`config.mk`:
```
export PLATFORM = sky130hd
export DESIGN_NAME = march_bist_ctrl
export DESIGN_NICKNAME = d
export VERILOG_FILES = /design/src/rtl/bist_pkg.sv /design/src/rtl/march_addr_gen.sv /design/src/rtl/march_bist_ctrl.sv
export SDC_FILE = /design/constraint.sdc
export NUM_CORES = 1
export LEC_CHECK = 0
export CORE_ASPECT_RATIO = 0.75
export CORE_MARGIN = 2
export CORE_UTILIZATION = 56
export DETAILED_ROUTE_END_ITERATION = 10
export GPL_TIMING_DRIVEN = 1
export HOLD_SLACK_MARGIN = 0.12
export PLACE_DENSITY_LB_ADDON = 0.08
export REMOVE_ABC_BUFFERS = 1
export SYNTH_ARGS = -nofsm -noshare
export SYNTH_HDL_FRONTEND = slang
export SYNTH_HIERARCHICAL = 1
export SYNTH_SLANG_ARGS = --single-unit
```
`constraint.sdc`:
```
create_clock -name Clock -period 4 [get_ports Clock]
set_clock_uncertainty 0.15 [all_clocks]
set_input_delay 0.4 -clock Clock [delete_from_list [all_inputs] [get_ports Clock]]
set_output_delay 0.4 -clock Clock [all_outputs]
set_load 0.03 [all_outputs]
```
`src/rtl/bist_pkg.sv`:
```
// March C- BIST shared definitions: FSM state codes, element op table, backgrounds.
package bist_pkg;

    localparam int unsigned STATE_W      = 4;
    localparam int unsigned OPS_PER_CELL = 10;
    localparam int unsigned DEF_ADDR_W   = 8;
    localparam int unsigned OPS_TOTAL    = OPS_PER_CELL * (2 ** DEF_ADDR_W);

    localparam logic [STATE_W-1:0] S_IDLE  = 4'd0;
    localparam logic [STATE_W-1:0] S_M0    = 4'd1;
    localparam logic [STATE_W-1:0] S_M1    = 4'd2;
    localparam logic [STATE_W-1:0] S_M2    = 4'd3;
    localparam logic [STATE_W-1:0] S_M3    = 4'd4;
    localparam logic [STATE_W-1:0] S_M4    = 4'd5;
    localparam logic [STATE_W-1:0] S_M5    = 4'd6;
    localparam logic [STATE_W-1:0] S_DRAIN = 4'd7;
    localparam logic [STATE_W-1:0] S_DONE  = 4'd8;

    localparam logic BG0 = 1'b0;
    localparam logic BG1 = 1'b1;

    // Per-element descriptor; bit 0 of we/bg is the first op on a cell, bit 1 the second.
    typedef struct packed {
        logic       down;
        logic       two_ops;
        logic [1:0] we;
        logic [1:0] bg;
    } elem_t;

    function automatic elem_t elem_info(input logic [STATE_W-1:0] st);
        elem_t e;
        e = '0;
        case (st)
            S_M0:    e = '{down: 1'b0, two_ops: 1'b0, we: 2'b01, bg: {BG0, BG0}};
            S_M1:    e = '{down: 1'b0, two_ops: 1'b1, we: 2'b10, bg: {BG1, BG0}};
            S_M2:    e = '{down: 1'b0, two_ops: 1'b1, we: 2'b10, bg: {BG0, BG1}};
            S_M3:    e = '{down: 1'b1, two_ops: 1'b1, we: 2'b10, bg: {BG1, BG0}};
            S_M4:    e = '{down: 1'b1, two_ops: 1'b1, we: 2'b10, bg: {BG0, BG1}};
            S_M5:    e = '{down: 1'b1, two_ops: 1'b0, we: 2'b00, bg: {BG0, BG0}};
            default: e = '0;
        endcase
        return e;
    endfunction

    function automatic logic is_march(input logic [STATE_W-1:0] st);
        return (st >= S_M0) && (st <= S_M5);
    endfunction

endpackage

```
`src/rtl/march_addr_gen.sv`:
```
// Loadable up/down address counter; terminal count is max when counting up, 0 when counting down.
module march_addr_gen #(
    parameter int unsigned ADDR_W = 8
) (
    input  logic              clk,
    input  logic              rst,
    input  logic              load,
    input  logic              load_down,
    input  logic              step,
    output logic [ADDR_W-1:0] addr,
    output logic              tc_c
);

    logic [ADDR_W-1:0] addr_q, addr_d;
    logic              down_q, down_d;

    always_comb begin
        addr_d = addr_q;
        down_d = down_q;
        if (load) begin
            down_d = load_down;
            addr_d = load_down ? '1 : '0;
        end else if (step) begin
            addr_d = down_q ? (addr_q - ADDR_W'(1)) : (addr_q + ADDR_W'(1));
        end
    end

    always_ff @(posedge clk or posedge rst) begin
        if (rst) begin
            addr_q <= '0;
            down_q <= 1'b0;
        end else begin
            addr_q <= addr_d;
            down_q <= down_d;
        end
    end

    assign addr = addr_q;
    assign tc_c = down_q ? (addr_q == '0) : (addr_q == '1);

endmodule

```
`src/rtl/march_bist_ctrl.sv`:
```
// March C- BIST controller: sequences SRAM ops, compares read data, reports Done/GoNoGo.
// Define BIST_DIAG_EN to enable first-fail address and miscompare count capture.
module march_bist_ctrl
    import bist_pkg::*;
#(
    parameter int unsigned ADDR_W   = 8,
    parameter int unsigned DATA_W   = 4,
    parameter int unsigned READ_LAT = 1
) (
    input  logic              Clock,
    input  logic              Reset,
    input  logic              Start,
    output logic [ADDR_W-1:0] Sram_Addr,
    output logic              Sram_WE,
    output logic [DATA_W-1:0] Sram_Din,
    input  logic [DATA_W-1:0] Sram_Dout,
    output logic              Busy,
    output logic              Done,
    output logic              GoNoGo,
    output logic [ADDR_W-1:0] Fail_Addr,
    output logic [7:0]        Fail_Cnt
);

    localparam int unsigned STG_W  = 1 + DATA_W;
    localparam int unsigned PIPE_W = READ_LAT * STG_W;

    logic [STATE_W-1:0] state_q, state_d;
    logic               idx_q, idx_d;
    logic [1:0]         drain_q, drain_d;
    logic               we_q, we_d;
    logic               rd_q, rd_d;
    logic [DATA_W-1:0]  din_q, din_d;
    logic               busy_q, busy_d;
    logic               done_q, done_d;
    logic               go_q, go_d;
    logic [PIPE_W-1:0]  pipe_q, pipe_d;

    logic               ag_load, ag_down, ag_step, ag_tc;
    logic               start_acc;
    logic [STG_W-1:0]   cmp_stg;
    logic               miscmp_c;

    march_addr_gen #(.ADDR_W(ADDR_W)) u_addr_gen (
        .clk       (Clock),
        .rst       (Reset),
        .load      (ag_load),
        .load_down (ag_down),
        .step      (ag_step),
        .addr      (Sram_Addr),
        .tc_c      (ag_tc)
    );

    // Oldest pipeline stage lines up with Sram_Dout for the read it tracks.
    assign cmp_stg  = pipe_q[PIPE_W-1 -: STG_W];
    assign miscmp_c = cmp_stg[STG_W-1] && (Sram_Dout != cmp_stg[DATA_W-1:0]);

    always_comb begin
        state_d   = state_q;
        idx_d     = idx_q;
        drain_d   = drain_q;
        we_d      = 1'b0;
        rd_d      = 1'b0;
        din_d     = '0;
        busy_d    = busy_q;
        done_d    = done_q;
        go_d      = go_q;
        ag_load   = 1'b0;
        ag_step   = 1'b0;
        start_acc = 1'b0;
        pipe_d    = PIPE_W'({pipe_q, rd_q, din_q});

        if (miscmp_c) begin
            go_d = 1'b0;
        end

        case (state_q)
            S_IDLE, S_DONE: begin
                if (Start) begin
                    start_acc = 1'b1;
                    state_d   = S_M0;
                    idx_d     = 1'b0;
                    ag_load   = 1'b1;
                    busy_d    = 1'b1;
                    done_d    = 1'b0;
                    go_d      = 1'b1;
                end
            end
            S_M0, S_M1, S_M2, S_M3, S_M4, S_M5: begin
                if (!idx_q && elem_info(state_q).two_ops) begin
                    idx_d = 1'b1;
                end else if (!ag_tc) begin
                    idx_d   = 1'b0;
                    ag_step = 1'b1;
                end else begin
                    idx_d = 1'b0;
                    if (state_q == S_M5) begin
                        state_d = S_DRAIN;
                        drain_d = 2'(READ_LAT - 1);
                    end else begin
                        state_d = state_q + 4'd1;
                        ag_load = 1'b1;
                    end
                end
            end
            S_DRAIN: begin
                if (drain_q == 2'd0) begin
                    state_d = S_DONE;
                    busy_d  = 1'b0;
                    done_d  = 1'b1;
                end else begin
                    drain_d = drain_q - 2'd1;
                end
            end
            default: state_d = S_IDLE;
        endcase

        // Present the op selected by the next state/op index.
        ag_down = elem_info(state_d).down;
        if (is_march(state_d)) begin
            we_d  = elem_info(state_d).we[idx_d];
            rd_d  = !we_d;
            din_d = {DATA_W{elem_info(state_d).bg[idx_d]}};
        end
    end

    always_ff @(posedge Clock or posedge Reset) begin
        if (Reset) begin
            state_q <= S_IDLE;
            idx_q   <= 1'b0;
            drain_q <= 2'd0;
            we_q    <= 1'b0;
            rd_q    <= 1'b0;
            din_q   <= '0;
            busy_q  <= 1'b0;
            done_q  <= 1'b0;
            go_q    <= 1'b0;
            pipe_q  <= '0;
        end else begin
            state_q <= state_d;
            idx_q   <= idx_d;
            drain_q <= drain_d;
            we_q    <= we_d;
            rd_q    <= rd_d;
            din_q   <= din_d;
            busy_q  <= busy_d;
            done_q  <= done_d;
            go_q    <= go_d;
            pipe_q  <= pipe_d;
        end
    end

    assign Sram_WE  = we_q;
    assign Sram_Din = din_q;
    assign Busy     = busy_q;
    assign Done     = done_q;
    assign GoNoGo   = go_q;

`ifdef BIST_DIAG_EN
    localparam int unsigned APIPE_W = READ_LAT * ADDR_W;

    logic [APIPE_W-1:0] apipe_q, apipe_d;
    logic [ADDR_W-1:0]  fail_addr_q, fail_addr_d;
    logic [7:0]         fail_cnt_q, fail_cnt_d;

    // Address pipeline tracks the same ops as the compare pipeline.
    always_comb begin
        apipe_d     = APIPE_W'({apipe_q, Sram_Addr});
        fail_addr_d = fail_addr_q;
        fail_cnt_d  = fail_cnt_q;
        if (start_acc) begin
            fail_addr_d = '0;
            fail_cnt_d  = 8'd0;
        end else if (miscmp_c) begin
            if (fail_cnt_q == 8'd0) begin
                fail_addr_d = apipe_q[APIPE_W-1 -: ADDR_W];
            end
            if (fail_cnt_q != 8'hFF) begin
                fail_cnt_d = fail_cnt_q + 8'd1;
            end
        end
    end

    always_ff @(posedge Clock or posedge Reset) begin
        if (Reset) begin
            apipe_q     <= '0;
            fail_addr_q <= '0;
            fail_cnt_q  <= 8'd0;
        end else begin
            apipe_q     <= apipe_d;
            fail_addr_q <= fail_addr_d;
            fail_cnt_q  <= fail_cnt_d;
        end
    end

    assign Fail_Addr = fail_addr_q;
    assign Fail_Cnt  = fail_cnt_q;
`else
    assign Fail_Addr = '0;
    assign Fail_Cnt  = 8'd0;
`endif

endmodule

```
Word-level counts from Yosys, hierarchy flattened
Cells that the tools add are included.

Output and inout port bits: 32. Word-level logic and storage cells: 103. Register bits: 30.

Eq/ne operators: 22. Order comparisons: 3. Muxes and demuxes: 47. $add $sub $neg: 4. Reduce and logical (&&, ||, !) cells: 15.

Operators with widths (count): case mux 6 bit (6 select lines) (1); two-way mux 8 bit (4); case mux 5 bit (6 select lines) (1); == test 4 x 3 -> 1 bit (second input constant) (7); two-way mux 4 bit (7); two-way mux 1 bit (23); == test 4 x 2 -> 1 bit (second input constant) (4); != test 2 bit (second input constant) (6); case mux 4 bit (3 select lines) (1); adder 8 x 1 -> 8 bit (second input constant) (1); == test 4 x 1 -> 1 bit (second input constant) (2); == test 8 bit (second input constant) (1); zero test 8 bit (1); two-way mux 2 bit (4); case mux 1 bit (2 select lines) (4); subtractor 8 x 1 -> 8 bit (second input constant) (1); nonzero test 2 bit (3); OR reduction 6 bit (1); two-way mux 5 bit (1); AND reduction 5 bit (1); adder 4 x 1 -> 4 bit (second input constant) (1); == test 4 bit (second input constant) (1); >= comparator 4 x 1 -> 1 bit (second input constant) (1); <= comparator 4 x 3 -> 1 bit (second input constant) (1); other kinds (10) (13).

Longest topological paths before layout
Gate-level depths: netlist of the first run.

Word-level depth: 13. Depth in mapped cells: 13. Mapped depth without buffers: 12.

Hierarchy
Netlist of the first run, hierarchy kept.

By module, submodules not included: march_bist_ctrl (sequential area each 375.4 sq um, cells each 125, instances 1, area each 1176.1 sq um); march_addr_gen (sequential area each 225.2 sq um, cells each 93, instances 1, area each 764.5 sq um).

Worst setup path after synthesis of the first run
Ideal clock, no wire load.

Kind: register -> register. Start point: register u_addr_gen.addr_q[4], in the netlist u_addr_gen/addr[4]. End point: register u_addr_gen.addr_q[6], in the netlist u_addr_gen/addr[6]. Slack: 1.120 ns. Library setup time: 0.086 ns. Required time: 3.764 ns. Data arrival time: 2.644 ns. Buffers on the path: 0. Cell stages (with the launch flop): 11. Cells stage by stage: dfrtp_1 > nor4_1 > nand4_1 > o21ai_0 > o41ai_4 > a211oi_1 > o2bb2ai_4 > a211oi_1 > nand2b_1 > o31ai_1 > nor3_1.

Word-level cells in the longest chain between the ends: 9. Elaborated cells between the ends (all ways): 26. Classes of those cells: 2 x add/sub; 7 x eq/ne; 15 x mux; 2 x reduce/logical.

Ends and longest elaborated chain: start, declared (line march_addr_gen.sv:14) `logic [ADDR_W-1:0] addr_q, addr_d;`; start signal, assigned (line march_addr_gen.sv:33) `addr_q <= addr_d;`; == test 8 bit / zero test 8 bit (equally long branches) (line march_addr_gen.sv:39) `assign tc_c = down_q ? (addr_q == '0) : (addr_q == '1);`; two-way mux 1 bit * (line march_addr_gen.sv:39); net ag_tc (line march_bist_ctrl.sv:38) `logic ag_load, ag_down, ag_step, ag_tc;`; two-way mux 4 bit * (line march_bist_ctrl.sv:91) `end else if (!ag_tc) begin`; two-way mux 4 bit * (line march_bist_ctrl.sv:89) `if (!idx_q && elem_info(state_q).two_ops) begin`; case mux 4 bit (3 select lines) * (line march_bist_ctrl.sv:76) `case (state_q)`; net state_d[1] (line march_bist_ctrl.sv:27) `logic [STATE_W-1:0] state_q, state_d;`; == test 4 x 3 -> 1 bit (tied with other cells) (line bist_pkg.sv:33) `case (st)`; case mux 6 bit (6 select lines) * (line bist_pkg.sv:33); net ag_down (line march_bist_ctrl.sv:38); two-way mux 8 bit * (line march_addr_gen.sv:22) `addr_d = load_down ? '1 : '0;`; two-way mux 8 bit * (line march_addr_gen.sv:20) `if (load) begin`.

The timed path passes the listed nets; every way through them passes the cells marked *. The select of a mux whose other input is x is not followed. A chain may end at the register's enable or synchronous reset.

Worst setup path after layout of the first run
Start point: register u_addr_gen.addr_q[7], in the netlist u_addr_gen/addr[7]. End point: register u_addr_gen.addr_q[5], in the netlist u_addr_gen/addr[5].

The elaborated chain is that of the path after synthesis.

==> impl_metrics.py, run 1 <==
metrics = {
    "sta": {
        "finalSetupTns_ns": 0,
        "fin_crit_ns": 3.232,
        "tightest_slew_ns": 0.5829,
        "finalHoldViolations": 0,
        "timing.final.ws_setup_ns": 0.7680,
        "drv_slew": 0,
        "timing.fmax_ghz": 0.3094,
        "grt_setup_unrepaired": "false",
        "max_slew_margin_pct": 61.10,
        "period_share_pct": 80.80,
        "setup_viol": 0,
    },
    "clocking": {
        "cts_buffers": 3,
        "clk_pin_slew_ns": 0.09,
        "ctsResizeCount": 0,
        "tritoncts": "yes",
        "clock_path_buffers": 2,
        "cts_setup_buffers": 0,
        "cts-root-buf": "clkbuf_8",
        "hold_buffers": 0,
        "htreeDepth": 1,
        "cts.sinks": 24,
        "clk_latency_ns": 0.27,
    },
    "worst_setup_path": {
        "path_max_fanout": 7,
        "critPathCaptureType": "flip-flop",
        "cp.arrival_ns": 3.27,
        "start_kind": "flip-flop",
        "critPathRequiredTime_ns": 4.04,
        "criticalPathCategory": "reg2reg",
    },
    "synthesis": {
        "synth_fa_ha_area_share_pct": 8.124,
        "synth-xor-area-share_pct": 1.805,
        "seq_area_frac_synth_pct": 30.95,
        "synthFlopType": "dfrtp_1",
        "synth_simple_gate_area_share_pct": 20.18,
        "yosysTopAreaCellShare_pct": 30.95,
        "synthArstFlopShare_pct": 100.0,
        "syn_area_um2": 1941,
        "synth_top_family_by_area": "compound AO/OA/AOI/OAI gates",
        "synth_warnings": 6,
        "synth_mux_area_share_pct": 1.032,
        "syn_area_per_cell_um2": 8.902,
        "synth_cells": 218,
        "ys_seq_elements": 24,
        "yosys.area.top_type": "dfrtp_1",
        "synth_compound_area_share_pct": 25.53,
        "yosys-top-cells-area": "dfrtp_1, buf_4, ha_1",
        "synth_edf_count": 0,
        "yosys.cell_types.count": 57,
    },
    "grt": {
        "grtUsageTotal_pct": 23.12,
        "grt_max_degree": 18,
        "grt-ovfl-total": 0,
        "antenna_found_initial": 0,
        "grt_first_pass_wirelength_mm": 6.975,
        "grt_pass1_vias": 1450,
    },
    "floorplan": {
        "die_area_um2": 3957,
        "core_area_um2": 3311,
        "die_w_um": 71.98,
        "pin_count": 39,
        "die_h_um": 54.98,
        "rows": 18,
        "start_util_pct": 58.62,
    },
    "route": {
        "drc": 0,
        "wl_met2_mm": 1.715,
        "route.met3.wl_um": 286,
        "routedLengthMet1_mm": 2.173,
        "firstDrtPassIters": 4,
        "antenna_left": 0,
        "wl_per_cell_um": 15.29,
        "drtIter0Drc": 91,
        "via_per_inst": 5.967,
        "routed.top_layer": "met4",
        "vias": 1647,
        "postRouteWirelength_mm": 4.220,
    },
    "outcome": {
        "status": "complete, no violations",
    },
    "run": {
        "maxCapViolCount": 0,
    },
    "final_layout": {
        "syn_to_final_growth_pct": 11.99,
        "antenna_cells": 0,
        "layout-drive-gt1-share_pct": 8.898,
        "final_common_cell": "dfrtp_1",
        "mostFrequentLayoutCells": "dfrtp_1, clkdlybuf4s50_1, inv_1, o21ai_0, conb_1",
        "fin_util_pct": 65.65,
        "num-nets-final": 256,
    },
    "power_and_ir_drop": {
        "p_total_mw": 1.234,
        "p_per_area_nw_per_um2": 567.6,
        "ir_worst_vdd_uv": 383.0,
        "leakage_nw": 0.9246,
    },
    "min_path": {
        "hold_class": "reg2reg",
    },
    "placed_design": {
        "gp_congestion": 0.9123,
        "numPortBuffers": 22,
        "dp_hpwl_mm": 3.305,
        "post-place-ws_ns": 0.8624,
    },
}
[per-stage QoR]
stage | area (µm²) | hold WS, ns | instances
after floorplan | 1824 | 0.07792 | 209
after global placement | 2102 | 0.1847 | 272
after detailed placement | 2102 | 0.1847 | 272
after CTS | 2173 | 0.2051 | 276
after global routing | 2173 | 0.2284 | 276
final | 2173 | 0.2042 | 276
[kinds of logic (layout without fill, tap and decap cells)]
group	count (synthesis)	count (layout)
mux	2	2
flops	24	24
xor+xnor	4	4
compound gates	64	64
simple gates	70	70
fa+ha+maj	12	12
buf+inv	41	44
other cells	1	16
[registers in the layout, summed over array words and instances (netlist names), 2 cells and up]
signal	count
u_addr_gen/addr	8
state_q	4
cmp_stg	2
drain_q	2
[metal layers]
layer,vias up,track usage (%)
met1,776,35.14
met4,0,5.660
met5,-,0
met3,8,4.348
li1,787,-
met2,76,33.80
[final timing paths]
path	depth (start not counted)	slack (ns)	startpoint	end
setup / recovery	10	0.77	u_addr_gen/addr[7]	u_addr_gen/addr[5]
hold / removal	0	0.20	rd_q	cmp_stg[4]
setup reg to reg	10	0.77	u_addr_gen/addr[7]	u_addr_gen/addr[5]
hold reg to reg	0	0.20	rd_q	cmp_stg[4]
max in group asynchronous	2	2.96	Reset	drain_q[1]
min in group asynchronous	2	0.26	Reset	u_addr_gen/addr[5]
[area by class of cell]
type | instances | area [µm²]
well taps | 40 | 50.05
flip-flops and latches | 24 | 600.6
clock buffers | 3 | 41.29
repair buffers | 23 | 227.7
clock inverters | 1 | 30.03
fillers | 259 | 1137
inverters | 17 | 63.81
multi-input cells | 168 | 1160
[worst max-delay path, cell delays in order (launching register included)]
cell and delay, ns:
dfrtp_1 0.44, nor4_1 0.32, nand4_1 0.12, o21ai_0 0.46, o41ai_4 0.22, a211oi_1 0.39
o2bb2ai_4 0.16, a211oi_1 0.32, nand2b_1 0.30, o31ai_1 0.12, nor3_1 0.16
[Yosys cell counts (4+ instances only)]
cell type / count
buf_4: 19
nand2_1: 13
o21ai_0: 16
inv_1: 16
nor4_1: 4
a21boi_0: 5
nor3_1: 8
dfrtp_1: 24
nor2b_1: 4
a21oi_1: 10
a211oi_1: 4
o21a_1: 4
ha_1: 11
nand3b_1: 5
nor2_1: 12
[power by group]
part | total, mW | switching, mW | internal, mW
Combinational | 0.657 | 0.393 | 0.264
Clock | 0.216 | 0.0820 | 0.134
Sequential | 0.360 | 0.0690 | 0.291
Total | 1.23 | 0.544 | 0.689
Note: power is estimated with default switching activity, not from simulation.
==> inputs of run 2 (changes only) <==
--- a/config.mk
+++ b/config.mk
@@ -7,7 +7,7 @@
 export LEC_CHECK = 0
 export CORE_ASPECT_RATIO = 0.75
 export CORE_MARGIN = 2
-export CORE_UTILIZATION = 56
+export CORE_UTILIZATION = 52
 export DETAILED_ROUTE_END_ITERATION = 10
 export GPL_TIMING_DRIVEN = 1
 export HOLD_SLACK_MARGIN = 0.12
==> constraint.sdc (replaced) <==
create_clock -name Clock -period 3.4 [get_ports Clock]
set_clock_uncertainty 0.15 [all_clocks]
set_input_delay 0.34 -clock Clock [delete_from_list [all_inputs] [get_ports Clock]]
set_output_delay 0.34 -clock Clock [all_outputs]
set_load 0.03 [all_outputs]
==> impl_metrics.py, run 2 (synthesis results as in run 1) <==
metrics = {
    "outcome": {
        "status": "complete, no violations",
    },
    "grt": {
        "grt_first_pass_wirelength_mm": 6.906,
        "grt-ovfl-total": 0,
        "grt_max_degree": 16,
        "grt_pass1_vias": 1476,
        "antenna_found_initial": 0,
        "grtUsageTotal_pct": 21.15,
    },
    "sta": {
        "finalHoldViolations": 0,
        "setup_viol": 0,
        "max_slew_margin_pct": 61.77,
        "drv_slew": 0,
        "finalSetupTns_ns": 0,
        "grt_setup_unrepaired": "false",
        "tightest_slew_ns": 0.5728,
        "period_share_pct": 89.62,
        "timing.fmax_ghz": 0.3282,
        "fin_crit_ns": 3.047,
    },
    "final_layout": {
        "syn_to_final_growth_pct": 13.15,
        "num-nets-final": 257,
        "nFillCells": 317,
        "antenna_cells": 0,
        "multi_input_area_um2": 1160,
        "fin_util_pct": 60.77,
        "stdcell_count": 289,
        "fin_area_um2": 2196,
        "regArea_um2": 600.6,
        "mostFrequentLayoutCells": "dfrtp_1, clkdlybuf4s50_1, inv_1, conb_1, o21ai_0",
        "layout-drive-gt1-share_pct": 9.283,
        "largest_reg_flops": 8,
        "final_common_cell": "dfrtp_1",
    },
    "floorplan": {
        "start_util_pct": 53.70,
        "die_w_um": 74.54,
        "rows": 19,
        "core_area_um2": 3613,
        "pin_count": 39,
        "die_h_um": 56.91,
        "die_area_um2": 4242,
    },
    "clocking": {
        "clock_path_buffers": 2,
        "clk_latency_ns": 0.26,
        "cts_buffers": 3,
        "hold_buffers": 0,
        "cts.sinks": 24,
        "cts_setup_buffers": 0,
        "clk_pin_slew_ns": 0.08,
        "ctsResizeCount": 0,
        "cts-root-buf": "clkbuf_8",
        "tritoncts": "yes",
        "htreeDepth": 1,
    },
    "placed_design": {
        "numPortBuffers": 22,
        "dp_hpwl_mm": 3.316,
        "dp.cells": 285,
        "gp_congestion": 0.8563,
        "placed_area_um2": 2125,
    },
    "power_and_ir_drop": {
        "ir_worst_vdd_uv": 403.7,
        "p_per_area_nw_per_um2": 649.7,
        "leakage_nw": 0.9300,
    },
    "worst_setup_path": {
        "r2r_end": "u_addr_gen/addr[6]",
        "critPathRequiredTime_ns": 3.42,
        "cp.arrival_ns": 3.07,
        "reg2reg_from": "state_q[0]",
        "criticalPathCategory": "reg2reg",
        "reg2reg_depth": 10,
        "critPathCaptureType": "flip-flop",
        "endpoint": "u_addr_gen/addr[6]",
        "startpoint": "state_q[0]",
        "path_max_fanout": 7,
        "start_kind": "flip-flop",
        "reg2reg_slack_ns": 0.35,
    },
    "min_path": {
        "hold_class": "reg2reg",
    },
    "route": {
        "wl_per_cell_um": 14.39,
        "drc": 0,
        "antenna_left": 0,
        "vias": 1621,
        "via_per_inst": 5.609,
        "postRouteWirelength_mm": 4.160,
        "firstDrtPassIters": 5,
        "drtIter0Drc": 161,
    },
    "run": {
        "maxCapViolCount": 0,
    },
}
## run 2: through the flow
| step | hold slack [ns] | power, mW | setup WS, ns |
|---|---|---|---|
| final | 0.2023 | 1.427 | 0.3528 |
| after global routing | 0.2173 | 1.530 | 0.1020 |
| after CTS | 0.2037 | 1.429 | 0.2426 |
| after detailed placement | 0.1847 | 1.183 | 0.2990 |
| after global placement | 0.1824 | 1.175 | 0.4240 |
| after floorplan | 0.01792 | 0.9562 | 0.3890 |
## run 2: layout make-up
class	count	share of cell area, %
timing repair buffer	24	10.71
multi-input combinational	168	52.82
tap	52	2.963
inverter	17	2.906
sequential	24	27.35
clock inverter	1	1.368
clock buffer	3	1.880
## run 2: critical path, cell delays in order, from the launching register on
cell	delay [ns]
dfrtp_1	0.43
inv_1	0.13
ha_1	0.31
nor3_2	0.10
o41ai_4	0.42
nor2_2	0.15
a221o_1	0.44
a211oi_1	0.26
nand2b_1	0.29
o31ai_1	0.12
nor3_1	0.16
## run 2: worst min path at each step
stage / start / to / slack (ns) / cells after the start
2_1_floorplan: Reset / u_addr_gen/addr[0] / 0.02 / 1
3_3_place_gp: rd_q / cmp_stg[4] / 0.18 / 0
3_5_place_dp: rd_q / cmp_stg[4] / 0.18 / 0
4_1_cts: rd_q / cmp_stg[4] / 0.20 / 0
5_1_grt: rd_q / cmp_stg[4] / 0.22 / 0
6_report: rd_q / cmp_stg[4] / 0.20 / 0
## run 2: per-layer routing
metal  vias up  GRT usage [%]  wire, µm  part of all wire [%]
met5         -              0         0                     0
met2        68          29.58      1764                    42
met4         0          2.806        12                  0.29
met3         4          5.925       378                   9.1
li1        786              -         -                     -
met1       763          33.26      2004                    48
## run 2: report_power, final
| group | switching, mW | internal [mW] |
|---|---|---|
| logic | 0.453 | 0.311 |
| registers | 0.0771 | 0.343 |
| clock network | 0.0856 | 0.157 |
| total | 0.616 | 0.811 |
